==> config.mk <==
export PLATFORM = sky130hd
export DESIGN_NAME = sram_port_adapter_flat
export DESIGN_NICKNAME = d
export VERILOG_FILES = /design/src/rtl/sram_port_adapter_if.sv /design/src/rtl/sram_port_adapter.sv /design/src/flat_wrapper.sv
export SDC_FILE = /design/constraint.sdc
export NUM_CORES = 1
export LEC_CHECK = 0
export CORE_UTILIZATION = 39
export CTS_CLUSTER_DIAMETER = 150
export CTS_CLUSTER_SIZE = 20
export DETAILED_ROUTE_END_ITERATION = 6
export PLACE_DENSITY = 0.91
export SETUP_SLACK_MARGIN = 0.2
export SYNTH_ARGS = -nofsm -noshare
export SYNTH_HDL_FRONTEND = slang
export SYNTH_SLANG_ARGS = --single-unit
==> constraint.sdc <==
create_clock -name clock -period 2.5 [get_ports clock]
set_input_delay 0.375 -clock clock [delete_from_list [all_inputs] [get_ports clock]]
set_output_delay 0.375 -clock clock [all_outputs]
set_load 0.02 [all_outputs]
==> src/rtl/sram_port_adapter_if.sv <==
// Request/response channel between the core data-memory port and sram_port_adapter.
interface sram_port_adapter_if #(
  parameter int ADDR_WIDTH = 32,
  parameter int DATA_WIDTH = 32
);
  logic                  req_valid;
  logic                  req_ready;
  logic [ADDR_WIDTH-1:0] req_addr;
  logic                  req_we;
  logic [1:0]            req_size;
  logic                  req_unsigned;
  logic [DATA_WIDTH-1:0] req_wdata;
  logic                  rsp_valid;
  logic                  rsp_ready;
  logic [DATA_WIDTH-1:0] rsp_rdata;
  logic                  rsp_err;

  modport master (
    output req_valid, req_addr, req_we, req_size, req_unsigned, req_wdata, rsp_ready,
    input  req_ready, rsp_valid, rsp_rdata, rsp_err
  );

  modport slave (
    input  req_valid, req_addr, req_we, req_size, req_unsigned, req_wdata, rsp_ready,
    output req_ready, rsp_valid, rsp_rdata, rsp_err
  );
endinterface

==> src/rtl/sram_port_adapter.sv <==
// Drives RW port 0 of an OpenRAM-style SRAM macro from a byte-addressed load/store channel.
// Define SRAM_ADAPTER_MISALIGN_TRAP_EN to reject misaligned/reserved-size accesses with rsp_err.
//
// state | meaning
// IDLE  | no response outstanding
// RESP  | response formatted live from sram_dout0
// HOLD  | consumer stalled, response served from hold registers
module sram_port_adapter #(
  parameter int ADDR_WIDTH      = 32,
  parameter int SRAM_ADDR_WIDTH = 28,
  parameter int DATA_WIDTH      = 32,
  parameter int NUM_WMASKS      = DATA_WIDTH / 8
) (
  input  logic                       clock,
  input  logic                       reset,
  sram_port_adapter_if.slave         bus,
  output logic                       sram_csb0,
  output logic                       sram_web0,
  output logic [NUM_WMASKS-1:0]      sram_wmask0,
  output logic [SRAM_ADDR_WIDTH-1:0] sram_addr0,
  output logic [DATA_WIDTH-1:0]      sram_din0,
  input  logic [DATA_WIDTH-1:0]      sram_dout0
);

  localparam logic [1:0] SZ_B = 2'd0;
  localparam logic [1:0] SZ_H = 2'd1;
  localparam logic [1:0] SZ_W = 2'd2;

  typedef enum logic [1:0] {IDLE, RESP, HOLD} state_t;

  state_t                state_q, state_d;
  logic                  fire;
  logic                  bad;
  logic [1:0]            size_n;
  logic [1:0]            off_n;
  logic [NUM_WMASKS-1:0] wmask_n;
  logic [DATA_WIDTH-1:0] din_n;

  logic [1:0]            ctx_off, ctx_size;
  logic                  ctx_unsigned, ctx_we, ctx_bad;
  logic [DATA_WIDTH-1:0] hold_rdata;
  logic                  hold_err;
  logic [DATA_WIDTH-1:0] shifted, fmt_rdata;

  assign bus.req_ready = !reset && (state_q == IDLE || bus.rsp_ready);
  assign fire          = bus.req_valid && bus.req_ready;

  // Lane offset is force-aligned to the access size; with the trap enabled
  // any access that would need that alignment is flagged bad instead.
  always_comb begin
    size_n = bus.req_size;
    bad    = 1'b0;
`ifdef SRAM_ADAPTER_MISALIGN_TRAP_EN
    bad = (bus.req_size == SZ_H && bus.req_addr[0]) ||
          (bus.req_size == SZ_W && bus.req_addr[1:0] != 2'b00) ||
          (bus.req_size == 2'd3);
`else
    if (bus.req_size == 2'd3) size_n = SZ_W;
`endif
    case (size_n)
      SZ_B:    off_n = bus.req_addr[1:0];
      SZ_H:    off_n = {bus.req_addr[1], 1'b0};
      default: off_n = 2'b00;
    endcase
  end

  always_comb begin
    case (size_n)
      SZ_B: begin
        wmask_n = NUM_WMASKS'(1) << off_n;
        din_n   = {4{bus.req_wdata[7:0]}};
      end
      SZ_H: begin
        wmask_n = off_n[1] ? 4'b1100 : 4'b0011;
        din_n   = {2{bus.req_wdata[15:0]}};
      end
      default: begin
        wmask_n = 4'b1111;
        din_n   = bus.req_wdata;
      end
    endcase
  end

  always_comb begin
    sram_csb0   = !(fire && !bad);
    sram_web0   = !(fire && bus.req_we);
    sram_wmask0 = (fire && bus.req_we) ? wmask_n : '0;
    sram_addr0  = fire ? bus.req_addr[SRAM_ADDR_WIDTH+1:2] : '0;
    sram_din0   = fire ? din_n : '0;
  end

  always_comb begin
    shifted = sram_dout0 >> {ctx_off, 3'b000};
    case (ctx_size)
      SZ_B:    fmt_rdata = ctx_unsigned ? {24'b0, shifted[7:0]}
                                        : {{24{shifted[7]}}, shifted[7:0]};
      SZ_H:    fmt_rdata = ctx_unsigned ? {16'b0, shifted[15:0]}
                                        : {{16{shifted[15]}}, shifted[15:0]};
      default: fmt_rdata = shifted;
    endcase
    if (ctx_we || ctx_bad) fmt_rdata = '0;
  end

  always_comb begin
    state_d       = state_q;
    bus.rsp_valid = 1'b0;
    bus.rsp_rdata = '0;
    bus.rsp_err   = 1'b0;
    case (state_q)
      IDLE: if (fire) state_d = RESP;
      RESP: begin
        bus.rsp_valid = 1'b1;
        bus.rsp_rdata = fmt_rdata;
        bus.rsp_err   = ctx_bad;
        if (!bus.rsp_ready) state_d = HOLD;
        else                state_d = fire ? RESP : IDLE;
      end
      HOLD: begin
        bus.rsp_valid = 1'b1;
        bus.rsp_rdata = hold_rdata;
        bus.rsp_err   = hold_err;
        if (bus.rsp_ready) state_d = fire ? RESP : IDLE;
      end
      default: state_d = IDLE;
    endcase
  end

  always_ff @(posedge clock) begin
    if (reset) begin
      state_q      <= IDLE;
      ctx_off      <= '0;
      ctx_size     <= '0;
      ctx_unsigned <= 1'b0;
      ctx_we       <= 1'b0;
      ctx_bad      <= 1'b0;
      hold_rdata   <= '0;
      hold_err     <= 1'b0;
    end else begin
      state_q <= state_d;
      if (fire) begin
        ctx_off      <= off_n;
        ctx_size     <= size_n;
        ctx_unsigned <= bus.req_unsigned;
        ctx_we       <= bus.req_we;
        ctx_bad      <= bad;
      end
      // Capture only on entry to HOLD; sram_dout0 is not guaranteed stable afterwards.
      if (state_q == RESP && !bus.rsp_ready) begin
        hold_rdata <= fmt_rdata;
        hold_err   <= ctx_bad;
      end
    end
  end

endmodule

==> src/flat_wrapper.sv <==
// flat-port wrapper written by rule: the top's interface ports become plain ports
module sram_port_adapter_flat 
#(
  parameter int ADDR_WIDTH      = 32,
  parameter int SRAM_ADDR_WIDTH = 28,
  parameter int DATA_WIDTH      = 32,
  parameter int NUM_WMASKS      = DATA_WIDTH / 8
)
  (clock, reset, sram_csb0, sram_web0, sram_wmask0, sram_addr0, sram_din0, sram_dout0, bus_req_valid, bus_req_addr, bus_req_we, bus_req_size, bus_req_unsigned, bus_req_wdata, bus_rsp_ready, bus_req_ready, bus_rsp_valid, bus_rsp_rdata, bus_rsp_err);
  sram_port_adapter_if #(.ADDR_WIDTH(ADDR_WIDTH), .DATA_WIDTH(DATA_WIDTH)) bus_i ();
  input  logic clock;
  input  logic reset;
  output logic sram_csb0;
  output logic sram_web0;
  output logic [NUM_WMASKS-1:0] sram_wmask0;
  output logic [SRAM_ADDR_WIDTH-1:0] sram_addr0;
  output logic [DATA_WIDTH-1:0] sram_din0;
  input  logic [DATA_WIDTH-1:0] sram_dout0;
  input wire logic [$bits(bus_i.req_valid)-1:0] bus_req_valid;
  input wire logic [$bits(bus_i.req_addr)-1:0] bus_req_addr;
  input wire logic [$bits(bus_i.req_we)-1:0] bus_req_we;
  input wire logic [$bits(bus_i.req_size)-1:0] bus_req_size;
  input wire logic [$bits(bus_i.req_unsigned)-1:0] bus_req_unsigned;
  input wire logic [$bits(bus_i.req_wdata)-1:0] bus_req_wdata;
  input wire logic [$bits(bus_i.rsp_ready)-1:0] bus_rsp_ready;
  output wire logic [$bits(bus_i.req_ready)-1:0] bus_req_ready;
  output wire logic [$bits(bus_i.rsp_valid)-1:0] bus_rsp_valid;
  output wire logic [$bits(bus_i.rsp_rdata)-1:0] bus_rsp_rdata;
  output wire logic [$bits(bus_i.rsp_err)-1:0] bus_rsp_err;
  assign bus_i.req_valid = bus_req_valid;
  assign bus_i.req_addr = bus_req_addr;
  assign bus_i.req_we = bus_req_we;
  assign bus_i.req_size = bus_req_size;
  assign bus_i.req_unsigned = bus_req_unsigned;
  assign bus_i.req_wdata = bus_req_wdata;
  assign bus_i.rsp_ready = bus_rsp_ready;
  assign bus_req_ready = bus_i.req_ready;
  assign bus_rsp_valid = bus_i.rsp_valid;
  assign bus_rsp_rdata = bus_i.rsp_rdata;
  assign bus_rsp_err = bus_i.rsp_err;
  sram_port_adapter #(.ADDR_WIDTH(ADDR_WIDTH), .SRAM_ADDR_WIDTH(SRAM_ADDR_WIDTH), .DATA_WIDTH(DATA_WIDTH), .NUM_WMASKS(NUM_WMASKS)) u_core (.clock(clock), .reset(reset), .bus(bus_i), .sram_csb0(sram_csb0), .sram_web0(sram_web0), .sram_wmask0(sram_wmask0), .sram_addr0(sram_addr0), .sram_din0(sram_din0), .sram_dout0(sram_dout0));
endmodule
==> flow_metrics.py <==
metrics = {
    "run_status": {
        "status": "complete, but fails checks",
        "violations": "DRC",
    },
    "routing": {
        "drtPass1Iterations": 7,
        "vias": 4887,
        "drc": 5,
        "wire_per_inst_um": 19.7,
        "wl_um": 16200,
        "vias_per_cell": 5.95,
        "drtIter0Drc": 465,
        "postRouteAntennaNets": 0,
    },
    "setup_path": {
        "required_ps": 2120,
        "path_cells": "buf_6 > mux2i_4 > a221oi_4 > and4b_2 > buf_6 > buf_6 > o21a_1 > buf_6",
        "worst-path-max-fanout": 5,
        "cp-start-kind": "flop",
        "cpMaxStageDelayCell": "dfxtp_4",
        "cpPeakStageDelay_ps": 390,
        "critPathArrivalTime_ps": 2120,
        "end_kind": "primary output",
        "crit_top_cell": "buf_6",
        "crit_type": "flop to primary output",
    },
    "cts": {
        "ctsLongestPathBuffers": 2,
        "ctsHoldBuffers": 0,
        "h-tree-depth": 2,
        "root_buffer": "clkbuf_8",
        "cts_buffers": 5,
        "cts.reportedPaths.clkPinSlew_ps": 80,
        "cts_tree": "built",
        "cts_sinks": 40,
        "insertion_delay_ps": 300,
    },
    "floorplanning": {
        "io_pins": 205,
        "initial_core_util_pct": 41.0,
        "rows": 34,
        "die_w_um": 98.5,
        "die_h_um": 98.5,
        "die-area_sq_um": 9700,
        "coreArea_sq_um": 8850,
    },
    "logic_synthesis": {
        "synth_warnings": 0,
        "avgSynthCellArea_sq_um": 7.76,
        "synth_nets": 576,
        "ys.flop_type": "dfxtp_1",
        "synth_edf_count": 0,
        "synth_top_area_cell": "dfxtp_1",
        "synth-seq-cells": 40,
        "synth-async-reset-ratio_pct": 0,
        "synthCells": 468,
        "netlist_area_sq_um": 3630,
        "yosysUniqueCellTypes": 40,
        "synth.area.top_cells": "dfxtp_1 22%, mux2i_1 9.1%, a22oi_1 6.8%",
        "ys_seq_area_share_pct": 22.1,
        "synth_top_area_share_pct": 22.1,
    },
    "global_routing": {
        "grt_use_total_pct": 30.9,
        "grt_max_degree": 38,
        "antenna_found_initial": 1,
        "grt_pass1_vias": 4814,
        "grt_pass1_wl_um": 24000,
        "overflow": 0,
    },
    "sta": {
        "period_minus_slack_ps": 2500,
        "holdWs_ps": 491,
        "setup_slack_ps": 0.0395,
        "rsz0062_at_grt": "yes",
        "finalClockSkew_ps": 14.6,
        "report.final.hold_viol_count": 0,
        "worst_slew_pin_slew_ps": 545,
        "relSlewSlack_pct": 63.3,
        "period_share_pct": 100,
        "setup-violations-final": 0,
        "max_freq_ghz": 0.400,
        "drv_slew": 0,
    },
    "finish": {
        "postLayoutCellArea_sq_um": 6400,
        "multi_input_area_sq_um": 2720,
        "final_nets": 820,
        "fin_cells": 822,
        "num-fill-cells": 666,
        "drive_gt1_share_pct": 30.3,
        "synthToLayoutAreaGrowth_pct": 76.5,
        "seq_area_sq_um": 812,
    },
    "place": {
        "dp.cells": 794,
        "hpwlAfterDp_um": 11100,
        "dpl_cell_area_sq_um": 6100,
        "io_buffers": 201,
        "gp_congestion": 0.912,
        "dp_slack_ps": -363,
    },
    "pwr": {
        "power.total_mw": 2.19,
        "p_per_area_nw_per_um2": 342,
        "ir_worst_vdd_uv": 231,
        "leakage_nw": 2.93,
    },
    "flow_run": {
        "maxCapViolations": 0,
    },
    "worst_hold_path": {
        "hold_class": "flop to flop",
    },
}
-- synthesized netlist by cell type (all sizes together) (2+ instances only) --
cell type	count
nand4	16
o31ai	9
a21oi	48
inv	14
ha	4
o21a	8
nor2	38
a22oi	33
nand2b	4
mux2	7
mux2i	33
and2	6
a21boi	10
and3	36
mux4	8
buf	21
o21ai	25
o21bai	2
a32o	8
a22o	14
nand2	20
nand3	4
clkbuf	30
nor2b	20
dfxtp	40
-- worst paths after layout --
check | endpoint | slack [ps] | from | depth (start not counted)
max | bus_rsp_rdata[21] | 0.04 | u_core.ctx_off[0] | 8
min | u_core.hold_rdata[12] | 490 | u_core.hold_rdata[12] | 1
min reg2reg | u_core.hold_rdata[12] | 490 | u_core.hold_rdata[12] | 1
max reg2reg | u_core.hold_rdata[16] | 390 | u_core.state_q[1] | 8
-- final cells by class --
class | instances | share of cell area [%]
Multi-Input combinational cell | 362 | 42.5
Tap cell | 108 | 2.11
Inverter | 15 | 0.879
Clock buffer | 7 | 1.50
Antenna cell | 1 | 0.0391
Sequential cell | 40 | 12.7
Timing Repair Buffer | 288 | 39.8
Clock inverter | 1 | 0.469
-- per-stage QoR --
stage / utilization (%) / setup TNS [ps]
6_report: 72.4 / 0
2_1_floorplan: - / 0
5_1_grt: 72.4 / -34.3
3_5_place_dp: 68.9 / -12700
4_1_cts: 69.5 / 0
3_3_place_gp: 68.9 / -10340
-- power by group --
part	switching, mW	internal (mW)
registers	0.0228	0.660
logic	0.447	0.463
clock network	0.242	0.353
-- kinds of logic (layout without fill, tap and decap cells) --
| logic type | count (synthesis) | in the layout | synth area share (%) |
|---|---|---|---|
| muxes | 48 | 48 | 16.5 |
| adders and majority gates | 4 | 4 | 1.38 |
| and+or+nand+nor | 149 | 149 | 22.0 |
| buffers and inverters | 66 | 311 | 8.10 |
| DFF | 40 | 40 | 22.1 |
| AOI/OAI and AO/OA | 160 | 160 | 29.8 |
| other | 1 | 2 | 0.103 |
-- cell usage in the layout, fill, tap and decap left out, types with 12 or more instances in the layout --
cell type	netlist	layout
nor2b_1	20	12
and3_1	36	36
buf_4	4	84
dlygate4sd2_1	0	44
dfxtp_1	40	35
mux2i_1	33	30
nor2_1	38	37
buf_2	7	29
nand4_1	16	16
a21oi_1	48	46
nand2_1	20	18
a22oi_1	33	26
a22o_1	14	14
o21ai_0	25	21
clkdlybuf4s50_1	0	93
buf_6	3	29
inv_1	14	13
-- state kept, by name (all words and copies together), names as in the netlist --
name / flops
u_core.ctx_off: 2
u_core.ctx_size: 2
u_core.ctx_unsigned: 1
u_core.ctx_we: 1
u_core.hold_rdata: 32
u_core.state_q: 2
-- critical path, delay by kind of cell (launching register included) --
family,cells,cell delay [ps]
simple gates,1,350
mux,1,190
buf+inv,4,460
flops,1,390
compound gates,2,430
-- timing repair --
action | CTS | global route
endpoints found under the hold margin | 0 | 0
setup endpoints to repair | 100 | 88
gates resized for setup | 330 | 89
pin swaps | 9 | 10
setup buffers | 15 | 4
-- per-layer routing --
layer	GRT usage, %	wire length, um
met3	4.82	1190
met1	35.2	6020
met2	57.2	8300
met5	0	0
met4	12.6	684
No activity file was read; power rests on OpenSTA's default activity.
